`src/rtl/rv_muldiv_iter_if.sv`:
```
// Request/response bundle between the EX stage and the iterative multiply/divide unit.
interface rv_muldiv_iter_if #(
  parameter int XLEN = 32
);
  logic            rdy;
  logic            start;
  logic [2:0]      op;
  logic [XLEN-1:0] rs1;
  logic [XLEN-1:0] rs2;
  logic            kill;
  logic            busy;
  logic            done;
  logic [XLEN-1:0] result;

  modport master (output rdy, start, op, rs1, rs2, kill, input busy, done, result);
  modport slave  (input rdy, start, op, rs1, rs2, kill, output busy, done, result);
endinterface

```
`src/rtl/rv_muldiv_iter.sv`:
```
// Iterative RV32M/RV64M multiply/divide: shift-add multiply, restoring divide,
// STEP bits per cycle, early-out on divide-by-zero and signed overflow.
module rv_muldiv_iter #(
  parameter int XLEN = 32,
  parameter int STEP = 1
) (
  input logic             clk,
  input logic             reset,
  rv_muldiv_iter_if.slave bus
);
  localparam int N  = XLEN / STEP;
  localparam int CW = $clog2(N + 1);
  localparam logic [XLEN-1:0] MIN_INT = {1'b1, {(XLEN-1){1'b0}}};

  if (!((XLEN == 32 || XLEN == 64) && (STEP == 1 || STEP == 2 || STEP == 4) && (XLEN % STEP == 0)))
  begin : g_param_check
    $error("rv_muldiv_iter: unsupported XLEN/STEP combination");
  end

  typedef enum logic [1:0] {S_IDLE, S_BUSY, S_FIX, S_DONE} state_t;

  state_t            state;
  logic [2:0]        op_q;
  logic              sign1_q, sign2_q;
  logic [XLEN-1:0]   opb_q;
  logic [2*XLEN-1:0] acc_q, acc_next;
  logic [CW-1:0]     count;
  logic              busy_q, done_q;
  logic [XLEN-1:0]   result_q;

  assign bus.busy   = busy_q;
  assign bus.done   = done_q;
  assign bus.result = result_q;

  logic            signed_op1, signed_op2, sign1, sign2;
  logic            div_zero, div_ovf, early;
  logic [XLEN-1:0] mag1, mag2, early_res;

  // MIN_INT negates to itself; as an unsigned magnitude that is exactly right.
  always_comb begin
    signed_op1 = (bus.op == 3'd1) || (bus.op == 3'd2) || (bus.op == 3'd4) || (bus.op == 3'd6);
    signed_op2 = (bus.op == 3'd1) || (bus.op == 3'd4) || (bus.op == 3'd6);
    sign1      = signed_op1 && bus.rs1[XLEN-1];
    sign2      = signed_op2 && bus.rs2[XLEN-1];
    mag1       = sign1 ? -bus.rs1 : bus.rs1;
    mag2       = sign2 ? -bus.rs2 : bus.rs2;
    div_zero   = bus.op[2] && (bus.rs2 == '0);
    div_ovf    = bus.op[2] && !bus.op[0] && (bus.rs1 == MIN_INT) && (bus.rs2 == '1);
    early      = div_zero || div_ovf;
    if (div_zero) early_res = bus.op[1] ? bus.rs1 : '1;
    else          early_res = bus.op[1] ? '0 : MIN_INT;
  end

  logic [XLEN:0] sum, diff;

  // acc holds {hi, lo}: multiply shifts product in from the top while consuming the
  // multiplier from lo; divide shifts the dividend out of lo into the remainder in hi.
  always_comb begin
    acc_next = acc_q;
    sum      = '0;
    diff     = '0;
    for (int unsigned i = 0; i < STEP; i++) begin
      if (op_q[2]) begin
        diff = acc_next[2*XLEN-1:XLEN-1] - {1'b0, opb_q};
        if (!diff[XLEN]) acc_next = {diff[XLEN-1:0], acc_next[XLEN-2:0], 1'b1};
        else             acc_next = {acc_next[2*XLEN-2:0], 1'b0};
      end else begin
        sum      = {1'b0, acc_next[2*XLEN-1:XLEN]} + (acc_next[0] ? {1'b0, opb_q} : '0);
        acc_next = {sum, acc_next[XLEN-1:1]};
      end
    end
  end

  logic [2*XLEN-1:0] prod;
  logic [XLEN-1:0]   quot, rem, fix_res;

  always_comb begin
    prod = (sign1_q ^ sign2_q) ? -acc_q : acc_q;
    quot = (sign1_q ^ sign2_q) ? -acc_q[XLEN-1:0] : acc_q[XLEN-1:0];
    rem  = sign1_q ? -acc_q[2*XLEN-1:XLEN] : acc_q[2*XLEN-1:XLEN];
    case (op_q)
      3'd0:             fix_res = prod[XLEN-1:0];
      3'd1, 3'd2, 3'd3: fix_res = prod[2*XLEN-1:XLEN];
      3'd4, 3'd5:       fix_res = quot;
      default:          fix_res = rem;
    endcase
  end

  always_ff @(posedge clk) begin
    if (reset) begin
      state    <= S_IDLE;
      op_q     <= '0;
      sign1_q  <= 1'b0;
      sign2_q  <= 1'b0;
      opb_q    <= '0;
      acc_q    <= '0;
      count    <= '0;
      busy_q   <= 1'b0;
      done_q   <= 1'b0;
      result_q <= '0;
    end else if (bus.kill) begin
      state  <= S_IDLE;
      busy_q <= 1'b0;
      done_q <= 1'b0;
    end else if (bus.rdy) begin
      unique case (state)
        S_IDLE: begin
          if (bus.start) begin
            op_q    <= bus.op;
            sign1_q <= sign1;
            sign2_q <= sign2;
            if (early) begin
              result_q <= early_res;
              done_q   <= 1'b1;
              state    <= S_DONE;
            end else begin
              opb_q  <= bus.op[2] ? mag2 : mag1;
              acc_q  <= {{XLEN{1'b0}}, (bus.op[2] ? mag1 : mag2)};
              count  <= CW'(N);
              busy_q <= 1'b1;
              state  <= S_BUSY;
            end
          end
        end
        S_BUSY: begin
          acc_q <= acc_next;
          count <= count - 1'b1;
          if (count == CW'(1)) state <= S_FIX;
        end
        S_FIX: begin
          result_q <= fix_res;
          busy_q   <= 1'b0;
          done_q   <= 1'b1;
          state    <= S_DONE;
        end
        S_DONE: begin
          done_q <= 1'b0;
          state  <= S_IDLE;
        end
      endcase
    end
  end
endmodule

```
`src/flat_wrapper.sv`:
```
// flat-port wrapper written by rule: the top's interface ports become plain ports
module rv_muldiv_iter_flat 
#(
  parameter int XLEN = 32,
  parameter int STEP = 1
)
  (clk, reset, bus_rdy, bus_start, bus_op, bus_rs1, bus_rs2, bus_kill, bus_busy, bus_done, bus_result);
  rv_muldiv_iter_if #(.XLEN(XLEN)) bus_i ();
  input logic clk;
  input logic reset;
  input wire logic [$bits(bus_i.rdy)-1:0] bus_rdy;
  input wire logic [$bits(bus_i.start)-1:0] bus_start;
  input wire logic [$bits(bus_i.op)-1:0] bus_op;
  input wire logic [$bits(bus_i.rs1)-1:0] bus_rs1;
  input wire logic [$bits(bus_i.rs2)-1:0] bus_rs2;
  input wire logic [$bits(bus_i.kill)-1:0] bus_kill;
  output wire logic [$bits(bus_i.busy)-1:0] bus_busy;
  output wire logic [$bits(bus_i.done)-1:0] bus_done;
  output wire logic [$bits(bus_i.result)-1:0] bus_result;
  assign bus_i.rdy = bus_rdy;
  assign bus_i.start = bus_start;
  assign bus_i.op = bus_op;
  assign bus_i.rs1 = bus_rs1;
  assign bus_i.rs2 = bus_rs2;
  assign bus_i.kill = bus_kill;
  assign bus_busy = bus_i.busy;
  assign bus_done = bus_i.done;
  assign bus_result = bus_i.result;
  rv_muldiv_iter #(.XLEN(XLEN), .STEP(STEP)) u_core (.clk(clk), .reset(reset), .bus(bus_i));
endmodule
```
`config.mk`:
```
export PLATFORM = sky130hd
export DESIGN_NAME = rv_muldiv_iter_flat
export DESIGN_NICKNAME = d
export VERILOG_FILES = /design/src/rtl/rv_muldiv_iter_if.sv /design/src/rtl/rv_muldiv_iter.sv /design/src/flat_wrapper.sv
export SDC_FILE = /design/constraint.sdc
export NUM_CORES = 1
export LEC_CHECK = 0
export CAP_MARGIN = 0
export CORE_MARGIN = 2
export CORE_UTILIZATION = 40
export CTS_BUF_LIST = sky130_fd_sc_hd__clkbuf_2
export DETAILED_ROUTE_END_ITERATION = 16
export PLACE_DENSITY_LB_ADDON = 0.2
export SYNTH_ARGS = -nofsm -noshare
export SYNTH_HDL_FRONTEND = slang
export SYNTH_SLANG_ARGS = --single-unit
```
`constraint.sdc`:
```
create_clock -name clk -period 4.8 [get_ports clk]
set_input_delay 0.96 -clock clk [delete_from_list [all_inputs] [get_ports clk]]
set_output_delay 0.96 -clock clk [all_outputs]
set_load 0.05 [all_outputs]
```
Yosys cells after proc, flatten, opt, wreduce, memory -nomap -nowiden. Index checks and enable logic that the tools add are counted.

Flip-flop bits (word level): 143. Output and inout port bits: 34. Bits of input ports: 72.

Reductions and logical operators: 29. Equality and inequality tests: 19. Multiplexer cells: 33. Add/sub/neg operators: 8. Bitwise gates (word level): 3.

Operators with widths (number): two-way mux 32 bit (12); two-way mux 64 bit (5); negator 32 bit (4); one-hot mux 64 bit (2 select lines) (1); one-hot mux 32 bit (3 select lines) (1); == test 32 bit, second input constant (2); negator 64 bit (1); one-hot mux 32 bit (2 select lines) (1); adder 32 x 33 -> 33 bit (1); subtractor 33 x 32 -> 33 bit (1); zero test 32 bit (1); AND reduction 5 bit (3); == test 3 bit, second input constant (4); two-way mux 6 bit (2); one-hot mux 6 bit (2 select lines) (1); AND reduction 4 bit (3); == test 3 x 2 -> 1 bit, second input constant (3); one-hot mux 2 bit (4 select lines) (1); == test 3 x 1 -> 1 bit, second input constant (2); == test 6 x 1 -> 1 bit, second input constant (1); logical AND 1 bit (6); logical OR 1 bit (6); two-way mux 2 bit (3); subtractor 6 x 1 -> 6 bit, second input constant (1); 17 further kinds (26).

Logic depth before layout (Yosys ltp). Gate-level depths: netlist of run 1.

Depth after elaboration: 10. Gate-level depth with buffers: 14. Depth with buffers taken out: 13.

Worst setup path before layout of run 1. Ideal clock, no wire load.

Kind: input to register. Start: in bus_rs2[1]. End: reg u_core.count[1]. Setup slack: 0.918 ns. Arrival: 3.755 ns. Stages on the path: 14. Setup time: 0.128 ns. Required time: 4.672 ns. Path buffers: 3. Cell sequence: inv_1 ha_1 or4b_2 nor3_2 and4_1 buf_2 nor4b_4 nor3_1 a21oi_1 buf_2 buf_4 nor3_1 a21oi_1 nor2_1.

Cells in the longest elaborated chain, start to end: 5. Elaborated cells between the ends (all ways): 7.

Ends and longest elaborated chain: start: declaration (RTL line flat_wrapper.sv:15) `input wire logic [$bits(bus_i.rs2)-1:0] bus_rs2;`; == test 32 bit / zero test 32 bit (equally long branches) (RTL line rv_muldiv_iter.sv:48, rv_muldiv_iter.sv:47); logical AND 1 bit (on tied branches) (RTL line rv_muldiv_iter.sv:48, rv_muldiv_iter.sv:47); logical OR 1 bit * (RTL line rv_muldiv_iter.sv:49) `early = div_zero || div_ovf;`; != test 2 bit (no source line) *; AND reduction 5 bit (no source line) *; end signal: assignment (RTL line rv_muldiv_iter.sv:119) `count <= CW'(N);`; end signal: assignment (RTL line rv_muldiv_iter.sv:127) `count <= count - 1'b1;`; end: declaration (RTL line rv_muldiv_iter.sv:27) `logic [CW-1:0] count;`.

Every way passes the cells marked *; elsewhere a longest branch is shown, timed or not. A chain may end at the register's enable or synchronous reset.

Worst setup path in the final report of run 1.
Start: reg u_core.acc_q[32]. End: reg u_core.acc_q[55].

Cells in the longest elaborated chain, start to end: 4. Elaborated cells between the ends (all ways): 5.

Ends and longest elaborated chain: start: declaration (RTL line rv_muldiv_iter.sv:26) `logic [2*XLEN-1:0] acc_q, acc_next;`; start signal: assignment (RTL line rv_muldiv_iter.sv:118) `acc_q <= {{XLEN{1'b0}}, (bus.op[2] ? mag1 : mag2)};`; start signal: assignment (RTL line rv_muldiv_iter.sv:126) `acc_q <= acc_next;`; subtractor 33 x 32 -> 33 bit (RTL line rv_muldiv_iter.sv:64) `diff = acc_next[2*XLEN-1:XLEN-1] - {1'b0, opb_q};`; two-way mux 64 bit (RTL line rv_muldiv_iter.sv:65) `if (!diff[XLEN]) acc_next = {diff[XLEN-1:0], acc_next[XLEN-2:0], 1'b1};`; two-way mux 64 bit * (RTL line rv_muldiv_iter.sv:63) `if (op_q[2]) begin`; one-hot mux 64 bit (2 select lines) * (RTL line rv_muldiv_iter.sv:106) `unique case (state)`.

Marks and branches as above.

==> results.md, run 1 <==
* Max-slew headroom at 0.325
* Initial antenna violation count at 2
* Vias in the first global route at 15.5k
* RR Startpoint: u_core.acc_q[32]
* Post-CTS Hold Fix Bufs at 0
* Slew Viols, Final at 0
* Status: finished clean
* Internal power at 1.83 mW
* CTS Buffer Depth at 2
* Sw frac at 0.431
* Leading cell types in the layout, fill and taps excluded: nor2_1, a21oi_1, nand2_1
* Worst setup EP type: flip-flop
* Setup Slack @ Placement at 0.272 ns
* Die area at 39100 um2
* LEAKAGE at 6.34 nW
* Filler cell count at 3833
* Routed vias at 16.8k
* Netlist Area Pre-Place at 15000 um2
* Fin nets at 2306
* Sequential element share of the synthesized area at 0.191
* Gp weighted congestion at 0.964
* Post-route core utilization at 0.456
* Crit-path slowest cell: dfxtp_1
* Antenna Nets Post-Route at 0
* Final setup fails at 0
* Worst Setup Start Kind: flip-flop
* TritonRoute pass-1 iters at 6
* Largest net degree at the start of global routing at 72
* Area of the multi-input gates at 11300 um2
* Clock transition at path regs at 0.33 ns
* Psw at 1.38 mW
* Iter 0 DRT Violations at 1906
* Async set-reset flop share out of synthesis at 0
* Worst Hold End: u_core.acc_q[31]
* Max Freq at 243 MHz
* Clk_skew at 0.0748 ns
* CTS tree: built
* Crit path largest cell delay at 0.75 ns
* Die X at 198 um
* Clock sinks at 143
* Placed cell areas at 16500 um2
* R2R cell count at 12
* Hold Startpoint: reset
* Post-route worst setup slack at 0.691 ns
* Cell Chain, Critical Path: inv_1, fa_1, nand2b_1, a21oi_1, o21ai_0, o21ai_0, a2111o_1, a21o_1, and2_1, buf_12, mux2i_1, o221ai_1
* Top Ports at 106
* R2R setup slack at 0.69 ns
* Comb pwr share at 0.347
* Vias per Instance at 6.38
* Overall Global Routing Usage at 0.324
* Min cycle time layout at 4.11 ns
* Max-cap violations at 0
* Hold slack at 0.268 ns
* Share of post-route cells with drive strength above 1 at 0.0677
* Final Hold Fails at 0
* Ys Warns at 0
* Peak VDD IR at 0.213 mV
* Final Cell Area at 16800 um2
* Top_reg_cell synth: dfxtp_1
* Seq cells post-synth at 143
* Reg-to-reg endpoint: u_core.acc_q[55]
* Syn Area/Cell at 7.05 um2
* Post-cts gate resize count at 0
* Commonest non-fill, non-tap cell in the layout: nor2_1
* Initial Util at 0.408
* PortBufs at 105
* Insertion delay to the later sink of the worst-skew pair at 0.94 ns
* First-pass GRT wire length at 95800 um
* Drt wl/cell at 24.2 um
* Chip height at 198 um
* Post-Syn Instances at 2128
* Most used cell, CP: o21ai_0
* Clock network power share at 0.254
* Register Area at 2860 um2
* Buffers and inverters on the worst path at 2
* Total wire length at 63800 um
* DP Wirelength at 50100 um
* Std-Cell Rows at 70
* Top delay family on crit path: compound AO/OA/AOI/OAI gates
* Power Density at 191 nW/um2
* Worst endpoint required time at 5.62 ns
* Worst Hold Class: input port to flip-flop
* Critical setup path kind: flip-flop to flip-flop
* Final worst path period share at 0.856
* RSZ-0062 raised after global routing: no
* Core ar. at 36800 um2
* Worst-margin pin slew at 1.01 ns
* Hold path depth at 2
* Setup_tns at 0 ns
* DRC Markers at 0
* Post-synth cell types at 85
* GR Overflow Total at 0
* Post-CTS Repair Setup Buffers at 0
* Crit path max fanout at 26
* Sequential group share of total power at 0.399
* Arrival time worst endpoint at 4.93 ns
* Post-synth EDFFs at 0
* P&R area growth vs syn at 11.9%
* CTS Buf Count at 17
* Syn Nets at 2277
* H-Tree Depth at 4
* Clk root buf: clkbuf_2
-- how the worst max path moves through the flow --
| stage | startpoint | end | slack, ns | cells after the start |
|---|---|---|---|---|
| 2_1_floorplan | bus_rs2[1] | u_core.count[1] | 0.92 | 14 |
| 3_3_place_gp | bus_rs1[1] | u_core.bus.result[29] | 0.40 | 12 |
| 3_5_place_dp | bus_rs2[1] | u_core.bus.result[1] | 0.27 | 13 |
| 4_1_cts | u_core.acc_q[32] | u_core.acc_q[55] | 0.73 | 12 |
| 5_1_grt | u_core.acc_q[32] | u_core.acc_q[62] | 0.42 | 12 |
| 6_report | u_core.acc_q[32] | u_core.acc_q[55] | 0.69 | 12 |
-- routing by layer --
metal  GRT usage  share of wire
met5           0              0
met4       0.140          0.043
met2       0.487           0.42
met3      0.0551          0.081
met1       0.455           0.45
-- cells in the mapped netlist, types with 4 or more instances --
master	count	share of area
nand3_1	35	0.012
a211oi_1	58	0.029
dfxtp_1	143	0.19
a21boi_0	4	0.0020
a41oi_1	4	0.0023
nand2b_1	21	0.0088
buf_2	13	0.0043
and3_1	9	0.0038
o21bai_1	9	0.0045
o22ai_1	23	0.0096
nand2_1	175	0.044
nor3_1	65	0.022
nor3b_1	8	0.0040
a211o_1	5	0.0029
nand4_1	19	0.0079
ha_1	75	0.063
buf_1	6	0.0015
o21a_1	12	0.0060
o41ai_1	11	0.0064
xnor2_1	85	0.050
a21o_1	39	0.020
clkbuf_1	125	0.031
o21ai_0	160	0.053
and2_1	20	0.0083
nor4_1	20	0.0083
o211ai_1	42	0.021
nor2b_1	6	0.0025
xor2_1	86	0.050
a2111oi_0	7	0.0041
mux2_2	25	0.019
a311oi_1	26	0.015
a22oi_1	27	0.014
inv_1	74	0.019
nor2_1	265	0.066
or2_2	10	0.0042
o31a_1	9	0.0053
or3_1	29	0.012
mux2i_1	50	0.033
o31ai_1	24	0.012
o221ai_1	8	0.0047
or4_1	15	0.0075
a21oi_1	183	0.061
and4_1	5	0.0029
a31oi_1	31	0.013
a32oi_1	5	0.0029
-- metrics by stage --
step                      std cells  power (mW)
after floorplan                2128        1.98
after global placement         2606        2.38
after detailed placement       2606        2.38
after CTS                      2638        3.19
after global routing           2639        3.35
final                          2639        3.21
-- cells by family after synthesis --
logic type,count (synthesis),share of synthesized area
buffers and inverters,226,0.0590
flip-flops,143,0.191
AO/OA/AOI/OAI,716,0.307
AND/OR/NAND/NOR,720,0.226
multiplexers,75,0.0521
adder cells (fa/ha/maj),77,0.0652
XOR/XNOR,171,0.0998
-- power by group through the flow --
stage	clock (mW)	sequential, mW	combinational [mW]
3_5_place_dp	0	1.30	1.08
4_1_cts	0.826	1.28	1.09
3_3_place_gp	0	1.30	1.08
2_1_floorplan	0	1.28	0.696
6_report	0.814	1.28	1.11
5_1_grt	0.868	1.29	1.19
-- cell type report --
cell class / count / share of cell area
Antenna cell: 1 / 0.000149
Sequential cell: 143 / 0.171
Timing Repair Buffer: 159 / 0.0885
Multi-Input combinational cell: 1759 / 0.673
Clock inverter: 15 / 0.0107
Clock buffer: 17 / 0.00507
Inverter: 77 / 0.0172
Tap cell: 468 / 0.0349
-- flip-flops by register name (all words and copies together) (netlist names) --
register,cells
u_core.acc_q,64
u_core.bus.result,32
u_core.opb_q,32
u_core.count,6
u_core.op_q,3
u_core.state,2
u_core.bus.busy,1
u_core.bus.done,1
u_core.sign1_q,1
u_core.sign2_q,1
-- worst reg2reg max path, delay by kind of cell (launching register included) --
family / cells / cell delay (ns)
AOI/OAI and AO/OA: 6 / 1.61
adders and majority gates: 1 / 0.47
buffers and inverters: 2 / 0.43
DFF: 1 / 0.75
muxes: 1 / 0.28
and+or+nand+nor: 2 / 0.46
(Power assumes the default switching activity.)
==> run 2, diff against run 1 <==
- CAP_MARGIN: 0 -> 10
==> results of run 2 <==
No change in the layout: final DEF, timing and power equal those of run 1.
